## config.mk

```make
export PLATFORM = sky130hd
export DESIGN_NAME = pram_loader
export DESIGN_NICKNAME = d
export VERILOG_FILES = /design/src/rtl/pram_pkg.sv /design/src/rtl/pram_loader.sv
export SDC_FILE = /design/constraint.sdc
export NUM_CORES = 1
export LEC_CHECK = 0
export ABC_AREA = 1
export BUFFER_PORTS_ARGS = -buffer_cell sky130_fd_sc_hd__buf_2
export CAP_MARGIN = 5
export CORE_ASPECT_RATIO = 0.6
export CORE_UTILIZATION = 25
export CTS_CLUSTER_SIZE = 30
export DETAILED_ROUTE_END_ITERATION = 8
export MAX_ROUTING_LAYER = met4
export SYNTH_ARGS = -nofsm -noshare
export SYNTH_HDL_FRONTEND = slang
export SYNTH_SLANG_ARGS = --single-unit
```

## constraint.sdc

```tcl
create_clock -name clk -period 3.42 [get_ports clk]
set_input_delay 0.684 -clock clk [delete_from_list [all_inputs] [get_ports clk]]
set_output_delay 0.684 -clock clk [all_outputs]
set_load 0.1 [all_outputs]
```

## src/rtl/pram_pkg.sv

```systemverilog
// ----------------------------------------------------------------------------
// pram_pkg
// Shared definitions for the pattern RAM subsystem (pattern RAM, its loader
// and the read-side sequencer).
//   PRAM_ADDR_W / PRAM_DATA_W / PRAM_DEPTH : geometry of the 64K x 8 table
//   PRAM_CSUM_W                            : width of the load checksum
//   pram_ld_state_e                        : loader FSM states
// ----------------------------------------------------------------------------
package pram_pkg;

    localparam int PRAM_ADDR_W = 16;
    localparam int PRAM_DATA_W = 8;
    localparam int PRAM_DEPTH  = 65536;
    localparam int PRAM_CSUM_W = 16;

    typedef enum logic [1:0] {
        LD_IDLE   = 2'd0,
        LD_LOAD   = 2'd1,
        LD_FINISH = 2'd2
    } pram_ld_state_e;

endpackage

```

## src/rtl/pram_loader.sv

```systemverilog
// ----------------------------------------------------------------------------
// pram_loader
// Streams bytes from the host byte link into the pattern RAM write port,
// starting at a programmable base address, tracking a byte count and a
// mod-2^16 checksum, and pulsing done when the requested length is written.
//
// Ports:
//   clk, reset       rising-edge clock, synchronous active-high reset
//   start            begin a load (honoured only when idle)
//   abort            cancel an active load, no done pulse
//   base_addr        first RAM address, latched with start
//   length           byte count 0..2^ADDR_W, latched with start
//   s_data/s_valid   incoming byte stream
//   s_ready          loader takes a byte this cycle
//   wr_en/wr_addr/wr_data  registered RAM write port
//   busy             load in progress (LOAD or FINISH)
//   done             one-cycle completion pulse
//   checksum         sum of accepted bytes mod 2^16
//   byte_count       bytes accepted in the current or last load
// ----------------------------------------------------------------------------
module pram_loader
    import pram_pkg::*;
#(
    parameter int ADDR_W = PRAM_ADDR_W,
    parameter int DATA_W = PRAM_DATA_W
) (
    input  logic                   clk,
    input  logic                   reset,
    input  logic                   start,
    input  logic                   abort,
    input  logic [ADDR_W-1:0]      base_addr,
    input  logic [ADDR_W:0]        length,
    input  logic [DATA_W-1:0]      s_data,
    input  logic                   s_valid,
    output logic                   s_ready,
    output logic                   wr_en,
    output logic [ADDR_W-1:0]      wr_addr,
    output logic [DATA_W-1:0]      wr_data,
    output logic                   busy,
    output logic                   done,
    output logic [PRAM_CSUM_W-1:0] checksum,
    output logic [ADDR_W:0]        byte_count
);

    localparam logic [1:0] IDLE   = LD_IDLE;
    localparam logic [1:0] LOAD   = LD_LOAD;
    localparam logic [1:0] FINISH = LD_FINISH;

    // Checksum accumulates the zero-extended byte and simply wraps.
    function automatic logic [PRAM_CSUM_W-1:0] csum_add(
        input logic [PRAM_CSUM_W-1:0] sum,
        input logic [DATA_W-1:0]      b
    );
        return sum + PRAM_CSUM_W'(b);
    endfunction

    logic [1:0]        state;
    logic [ADDR_W-1:0] ptr;
    logic [ADDR_W:0]   remaining;
    logic              hs_p0;

    logic              vld_p1;
    logic [ADDR_W-1:0] addr_p1;
    logic [DATA_W-1:0] data_p1;

    // s_ready depends on state only, so the source never sees a
    // combinational path back from s_valid.
    assign s_ready = (state == LOAD);
    assign busy    = (state == LOAD) || (state == FINISH);
    assign done    = (state == FINISH);
    assign hs_p0   = s_valid && s_ready;

    assign wr_en   = vld_p1;
    assign wr_addr = addr_p1;
    assign wr_data = data_p1;

    // ---- stage p0 -> p1: accept byte, register RAM write, update counters ----
    always_ff @(posedge clk) begin
        if (reset) begin
            state      <= IDLE;
            ptr        <= '0;
            remaining  <= '0;
            vld_p1     <= 1'b0;
            addr_p1    <= '0;
            data_p1    <= '0;
            checksum   <= '0;
            byte_count <= '0;
        end else begin
            vld_p1 <= hs_p0;
            case (state)
                IDLE: begin
                    if (start) begin
                        ptr        <= base_addr;
                        remaining  <= length;
                        checksum   <= '0;
                        byte_count <= '0;
                        state      <= (length == '0) ? FINISH : LOAD;
                    end
                end
                LOAD: begin
                    if (hs_p0) begin
                        addr_p1    <= ptr;
                        data_p1    <= s_data;
                        ptr        <= ptr + ADDR_W'(1);   // wraps mod 2^ADDR_W
                        remaining  <= remaining - (ADDR_W+1)'(1);
                        checksum   <= csum_add(checksum, s_data);
                        byte_count <= byte_count + (ADDR_W+1)'(1);
                    end
                    // A byte taken on the abort cycle is still written;
                    // abort only suppresses the done pulse.
                    if (abort) begin
                        state <= IDLE;
                    end else if (hs_p0 && remaining == (ADDR_W+1)'(1)) begin
                        state <= FINISH;
                    end
                end
                FINISH: state <= IDLE;
                default: state <= IDLE;
            endcase
        end
    end

endmodule

```

# [After elaboration in Yosys (flattened, before gate mapping)]
# Index checks and enable logic that the tools add are counted.
[totals] regBits=93 inputBits=46 out_inout_bits=61 elab_cells=44
[classes] add_sub_neg=4 eq_ne=6 muxes=17 n_reduce_logical=9
[op_table] cell="$mux 17" n=4
[op_table] cell="$pmux 17 s2" n=2
[op_table] cell="$mux 16" n=4
[op_table] cell="$pmux 16 s2" n=2
[op_table] cell="$add 17x1->17 const B" n=1
[op_table] cell="$eq 17x1->1 const B" n=1
[op_table] cell="$logic_not 17->1" n=1
[op_table] cell="$sub 17x1->17 const B" n=1
[op_table] cell="$add 16x1->16 const B" n=1
[op_table] cell="$add 16x8->16" n=1
[op_table] cell="$mux 2" n=4
[op_table] cell="$pmux 2 s2" n=1
[op_table] cell="$reduce_and 2->1" n=2
[op_table] cell="$ne 3x2->1 const B" n=1
[op_table] cell="$reduce_and 3->1" n=1
[op_table] cell="$eq 2x1->1 const B" n=1
[op_table] cell="$eq 2x2->1 const B" n=1
[op_table] cell="$logic_and 1x1->1" n=2
[op_table] cell="$logic_not 2->1" n=1
[op_table] cell="$ne 2x1->1 const B" n=1
[op_table] cell="$ne 2x2->1 const B" n=1
[op_table] cell="$reduce_bool 2->1" n=1
[op_table] cell="$logic_or 1x1->1" n=1

# [Longest topological paths before layout]
[logic_depth] word_depth=6 ltp_mapped=13

# [Least setup slack after synthesis]
# Ideal clock, no wire load.
[synth_timing] kind="flip-flop to flip-flop" from="register checksum[0]" to="register checksum[14]" t_arrival_ns=2.327 setup_slack_ns=0.979 stages_incl_launch_ff=12 path_buffers=0 path_cell_list="dfxtp_1 ha_1 inv_1 fa_1 inv_1 nand3_1 nand2_1 nand2_1 nand3_1 nand3_1 nor2_1 nor2_1"
[synth_via] elab_chain_len=3
[synth_rtl] element="from (decl)" line_no="pram_loader.sv:41" rtl="output logic [PRAM_CSUM_W-1:0] checksum,"
[synth_rtl] element="from (signal assigned)" line_no="pram_loader.sv:106" rtl="checksum <= csum_add(checksum, s_data);"
[synth_rtl] element="$add 16x8->16" line_no="pram_loader.sv:54" rtl="return sum + PRAM_CSUM_W'(b);"
[synth_rtl] element="$mux 16" line_no="pram_loader.sv:101" rtl="if (hs_p0) begin"
[synth_rtl] element="$pmux 16 s2" line_no="pram_loader.sv:90" rtl="case (state)"
# Every way passes these cells. The select of a mux whose other input is x is not followed.
# A chain may end at the register's enable or synchronous reset.

# [Final worst setup path]
[layout_timing] from="register state[1]" to="output port s_ready"
[layout_via] elab_chain_len=1
[layout_rtl] element="from (decl)" line_no="pram_loader.sv:57" rtl="logic [1:0] state;"
[layout_rtl] element="from (signal assigned)" line_no="pram_loader.sv:97" rtl="state <= (length == '0) ? FINISH : LOAD;"
[layout_rtl] element="$eq 2x1->1" line_no="pram_loader.sv:68" rtl="assign s_ready = (state == LOAD);"
[layout_rtl] element="to (decl)" line_no="pram_loader.sv:35" rtl="output logic s_ready,"
# Every way passes these cells.

==> impl_metrics.prom <==
# TYPE chip_impl_metric gauge
chip_impl_info{name="reg2reg_launch_point",value="state[1]$_SDFFE_PP0P_"} 1
chip_impl_metric{name="clock_buffers_created_by_tritoncts",unit=""} 9
chip_impl_info{name="biggest_area_consumer_among_synthesized_cells",value="sky130_fd_sc_hd__dfxtp_1"} 1
chip_impl_metric{name="met1_usage",unit="%"} 24.4
chip_impl_metric{name="maxCapViolations",unit=""} 0
chip_impl_metric{name="globalRouteMet2Util",unit="%"} 20.7
chip_impl_info{name="setup.worst_path.class",value="reg -> out"} 1
chip_impl_metric{name="synth_warnings",unit=""} 0
chip_impl_metric{name="clkTransAtPathRegs",unit="ns"} 0.07
chip_impl_info{name="cp_cell_sequence",value="inv_1 -> ha_2 -> buf_4 -> buf_2"} 1
chip_impl_metric{name="place.port_buffers",unit=""} 106
chip_impl_metric{name="slew_violations",unit=""} 0
chip_impl_info{name="cp_slowest_cell",value="sky130_fd_sc_hd__buf_2"} 1
chip_impl_metric{name="ir_worst_vdd",unit="V"} 0.000476
chip_impl_metric{name="synth-edff-count",unit=""} 0
chip_impl_info{name="status",value="finished, final reports clean"} 1
chip_impl_info{name="hold_path.class",value="reg -> reg"} 1
chip_impl_info{name="critical_path.top_delay_family",value="buffers and inverters"} 1
chip_impl_metric{name="tightestPinTransition",unit="ns"} 0.626
chip_impl_metric{name="post_cts_buffers",unit=""} 0
chip_impl_metric{name="slew_headroom",unit="%"} 58.1
chip_impl_metric{name="global_route.overflow_total",unit=""} 0
chip_impl_metric{name="setup_viol_count_final",unit=""} 0
chip_impl_metric{name="numClockSinks",unit=""} 93
chip_impl_metric{name="totalWireLength",unit="um"} 16300
chip_impl_metric{name="grt_use_met3",unit="%"} 2.97
chip_impl_metric{name="hold_depth",unit=""} 2
chip_impl_metric{name="postRouteAntennaNets",unit=""} 0
chip_impl_metric{name="antenna_cells",unit=""} 0
chip_impl_metric{name="crit_required",unit="ns"} 2.74
chip_impl_metric{name="synthesis.nets",unit=""} 879
chip_impl_metric{name="hold_violations",unit=""} 0
chip_impl_metric{name="antenna_violations_before_repair",unit=""} 0
chip_impl_info{name="clock-root-buffer",value="sky130_fd_sc_hd__clkbuf_16"} 1
chip_impl_metric{name="cts_hold_bufs",unit=""} 0
chip_impl_metric{name="library_cells_used_by_synthesis",unit=""} 37
chip_impl_info{name="rsz0062_at_grt",value="false"} 1
chip_impl_metric{name="clk-insertion-delay-late",unit="ns"} 0.34
chip_impl_metric{name="wire_per_inst",unit="um"} 13.7
chip_impl_metric{name="h-tree-depth",unit=""} 3
chip_impl_metric{name="finClkSkew",unit="ns"} 0.00951
chip_impl_metric{name="min_period_over_period",unit="%"} 70.0
chip_impl_metric{name="final_nets",unit=""} 973
chip_impl_metric{name="worst-path-buf-inv",unit=""} 3
chip_impl_info{name="critical_path.reg2reg.endpoint",value="remaining[9]$_SDFFE_PP0P_"} 1
chip_impl_metric{name="r2r.worst_path.cells",unit=""} 11
chip_impl_metric{name="die_width",unit="um"} 189
chip_impl_info{name="grt_busiest_layer",value="met1"} 1
chip_impl_metric{name="synthesis.instances",unit=""} 817
chip_impl_metric{name="power.leakage",unit="nW"} 2.84
chip_impl_info{name="synth_top_cells_by_count",value="sky130_fd_sc_hd__nand2_1, sky130_fd_sc_hd__nor2_1, sky130_fd_sc_hd__dfxtp_1, sky130_fd_sc_hd__a21oi_1, sky130_fd_sc_hd__inv_1"} 1
chip_impl_metric{name="syn_to_final_growth",unit="%"} 20.7
chip_impl_metric{name="synth.yosys.seq_area_share",unit="%"} 35.5
chip_impl_metric{name="vias",unit=""} 5500
chip_impl_info{name="worstSetupEndpointType",value="output pin"} 1
chip_impl_metric{name="detailedRoute.firstIterationViolations",unit=""} 471
chip_impl_metric{name="fin_util",unit="%"} 31.2
chip_impl_info{name="post_synth_main_area_contributors",value="sky130_fd_sc_hd__dfxtp_1, sky130_fd_sc_hd__nand2_1, sky130_fd_sc_hd__nor2_1, sky130_fd_sc_hd__a21oi_1, sky130_fd_sc_hd__o21ai_0"} 1
chip_impl_metric{name="grt_util_all_layers",unit="%"} 15.7
chip_impl_info{name="min_delay_endpoint",value="wr_addr[10]$_SDFFE_PP0P_"} 1
chip_impl_info{name="startpoint_type",value="register"} 1
chip_impl_metric{name="max_freq",unit="MHz"} 418
chip_impl_metric{name="async_flop_share",unit="%"} 0
chip_impl_metric{name="placeableCoreArea",unit="um^2"} 20300
chip_impl_metric{name="place.gp.congestion",unit=""} 0.866
chip_impl_metric{name="synthesized_cell_area",unit="um^2"} 5240
chip_impl_metric{name="synth_top_area_share",unit="%"} 35.5
chip_impl_metric{name="crit_path_max_fanout",unit=""} 16
chip_impl_metric{name="grt_max_degree",unit=""} 40
chip_impl_info{name="top_reg_cell_synth",value="sky130_fd_sc_hd__dfxtp_1"} 1
chip_impl_metric{name="worst_path_largest_cell_delay",unit="ns"} 0.46
chip_impl_metric{name="drtPass1Iterations",unit=""} 4
chip_impl_metric{name="finalSetupTns",unit="ns"} 0
chip_impl_metric{name="r2r_setup_slack",unit="ns"} 1.07
chip_impl_metric{name="cts.path.max_buffers",unit=""} 2
chip_impl_info{name="tritoncts_clock_tree",value="yes"} 1
chip_impl_metric{name="post_route_cells_drive_above_1_share",unit="%"} 17.4
chip_impl_metric{name="arrival_time_at_the_worst_endpoint",unit="ns"} 1.71
chip_impl_metric{name="grt_pass1_vias",unit=""} 4799
chip_impl_metric{name="row_count",unit=""} 40
chip_impl_metric{name="synth.ff_latch_count",unit=""} 93
chip_impl_metric{name="layout.filler_cells",unit=""} 2295
chip_impl_metric{name="design.portCount",unit=""} 107
chip_impl_metric{name="die_y",unit="um"} 114
chip_impl_info{name="post-synth-top-count-cell",value="sky130_fd_sc_hd__nand2_1"} 1
chip_impl_metric{name="start_util",unit="%"} 25.8
chip_impl_metric{name="finalWorstPathRequiredPeriod",unit="ns"} 2.39
chip_impl_metric{name="drc",unit=""} 0
chip_impl_metric{name="power_per_cell_area",unit="nW/um^2"} 660
chip_impl_metric{name="fin_ws",unit="ns"} 1.03
chip_impl_metric{name="synth.avg_cell_area",unit="um^2"} 6.41
chip_impl_metric{name="avgViaCountPerCell",unit=""} 4.63
chip_impl_metric{name="area_of_the_die",unit="um^2"} 21600
chip_impl_metric{name="dp_hpwl",unit="um"} 12200
chip_impl_metric{name="grt_first_pass_wirelength",unit="um"} 26000
chip_impl_info{name="hold_start",value="wr_addr[10]$_SDFFE_PP0P_"} 1
chip_impl_metric{name="cts.repair.resized",unit=""} 0
chip_impl_metric{name="dp_worst_setup_slack",unit="ns"} 1.09
==> metal layers <==
metal,wire (um),part of all wire (%)
met5,0,0
met4,97,0.60
met3,1170,7.2
met2,6170,38
met1,8830,54
==> cells in the final DEF, fill, tap and decap left out, types with 8 or more instances in the layout <==
cell / instances
sky130_fd_sc_hd__buf_2: 106
sky130_fd_sc_hd__nor2_1: 126
sky130_fd_sc_hd__nand2_1: 200
sky130_fd_sc_hd__nand3_1: 59
sky130_fd_sc_hd__nand4_1: 17
sky130_fd_sc_hd__buf_4: 9
sky130_fd_sc_hd__a21oi_1: 78
sky130_fd_sc_hd__dfxtp_1: 93
sky130_fd_sc_hd__or2_2: 8
sky130_fd_sc_hd__o21ai_0: 62
sky130_fd_sc_hd__nand3b_1: 9
sky130_fd_sc_hd__clkbuf_16: 9
sky130_fd_sc_hd__ha_1: 14
sky130_fd_sc_hd__inv_1: 77
==> worst max path at each step <==
stage,from,endpoint,slack (ns),cells after the start
after floorplan,checksum[0]$_SDFFE_PP0P_,checksum[14]$_SDFFE_PP0P_,0.98,11
after global placement,s_data[0],checksum[14]$_SDFFE_PP0P_,1.10,13
after detailed placement,s_data[0],checksum[14]$_SDFFE_PP0P_,1.09,13
after CTS,state[1]$_SDFFE_PP0P_,s_ready,1.00,4
after global routing,state[1]$_SDFFE_PP0P_,ptr[14]$_SDFFE_PP0P_,0.87,11
final,state[1]$_SDFFE_PP0P_,s_ready,1.03,4
==> per-stage QoR <==
step | std cells | power, W | cell area (um^2) | hold WS [ns]
finish | 1189 | 0.00417 | 6320 | 0.484
floorplan | 817 | 0.00280 | 5240 | 0.447
CTS | 1189 | 0.00419 | 6320 | 0.483
global route | 1189 | 0.00445 | 6320 | 0.498
detailed placement | 1173 | 0.00321 | 6040 | 0.469
global placement | 1173 | 0.00319 | 6040 | 0.456
==> final cells by class <==
class | instances | area [um^2] | share of cell area, %
Tap cell | 273 | 342 | 5.40
Sequential cell | 93 | 1860 | 29.4
Clock buffer | 9 | 225 | 3.56
Timing Repair Buffer | 116 | 618 | 9.77
Inverter | 81 | 307 | 4.85
Clock inverter | 7 | 55.1 | 0.871
Multi-Input combinational cell | 610 | 2920 | 46.1
==> worst register-to-register path: stages (launching register included) <==
cell,delay (ns)
sky130_fd_sc_hd__dfxtp_1,0.33
sky130_fd_sc_hd__inv_1,0.07
sky130_fd_sc_hd__ha_2,0.21
sky130_fd_sc_hd__clkinv_2,0.05
sky130_fd_sc_hd__buf_4,0.33
sky130_fd_sc_hd__nand2_1,0.09
sky130_fd_sc_hd__nand2_1,0.10
sky130_fd_sc_hd__nand2_1,0.37
sky130_fd_sc_hd__buf_12,0.33
sky130_fd_sc_hd__a21oi_1,0.19
sky130_fd_sc_hd__nand2_1,0.09
sky130_fd_sc_hd__a21oi_1,0.12
==> report_power, final <==
group	internal (W)	switching (W)	leakage, nW
logic	0.000459	0.00135	1.94
registers	0.00124	0.000149	0.759
clock network	0.000503	0.000470	0.138
==> state kept, by name (all words and copies together), names as in the netlist <==
| signal | count |
|---|---|
| byte_count | 17 |
| remaining | 17 |
| checksum | 16 |
| ptr | 16 |
| wr_addr | 16 |
| wr_data | 8 |
| state | 2 |
| wr_en | 1 |
==> cell families after synthesis <==
family / count (synthesis) / share of synthesized area [%]
and+or+nand+nor: 439 / 36.0
AOI/OAI and AO/OA: 154 / 15.4
buffers and inverters: 114 / 8.86
DFF: 93 / 35.5
adders and majority gates: 16 / 3.96
xor gates and xnor gates: 1 / 0.167
Power figures use the tool's default switching activity.
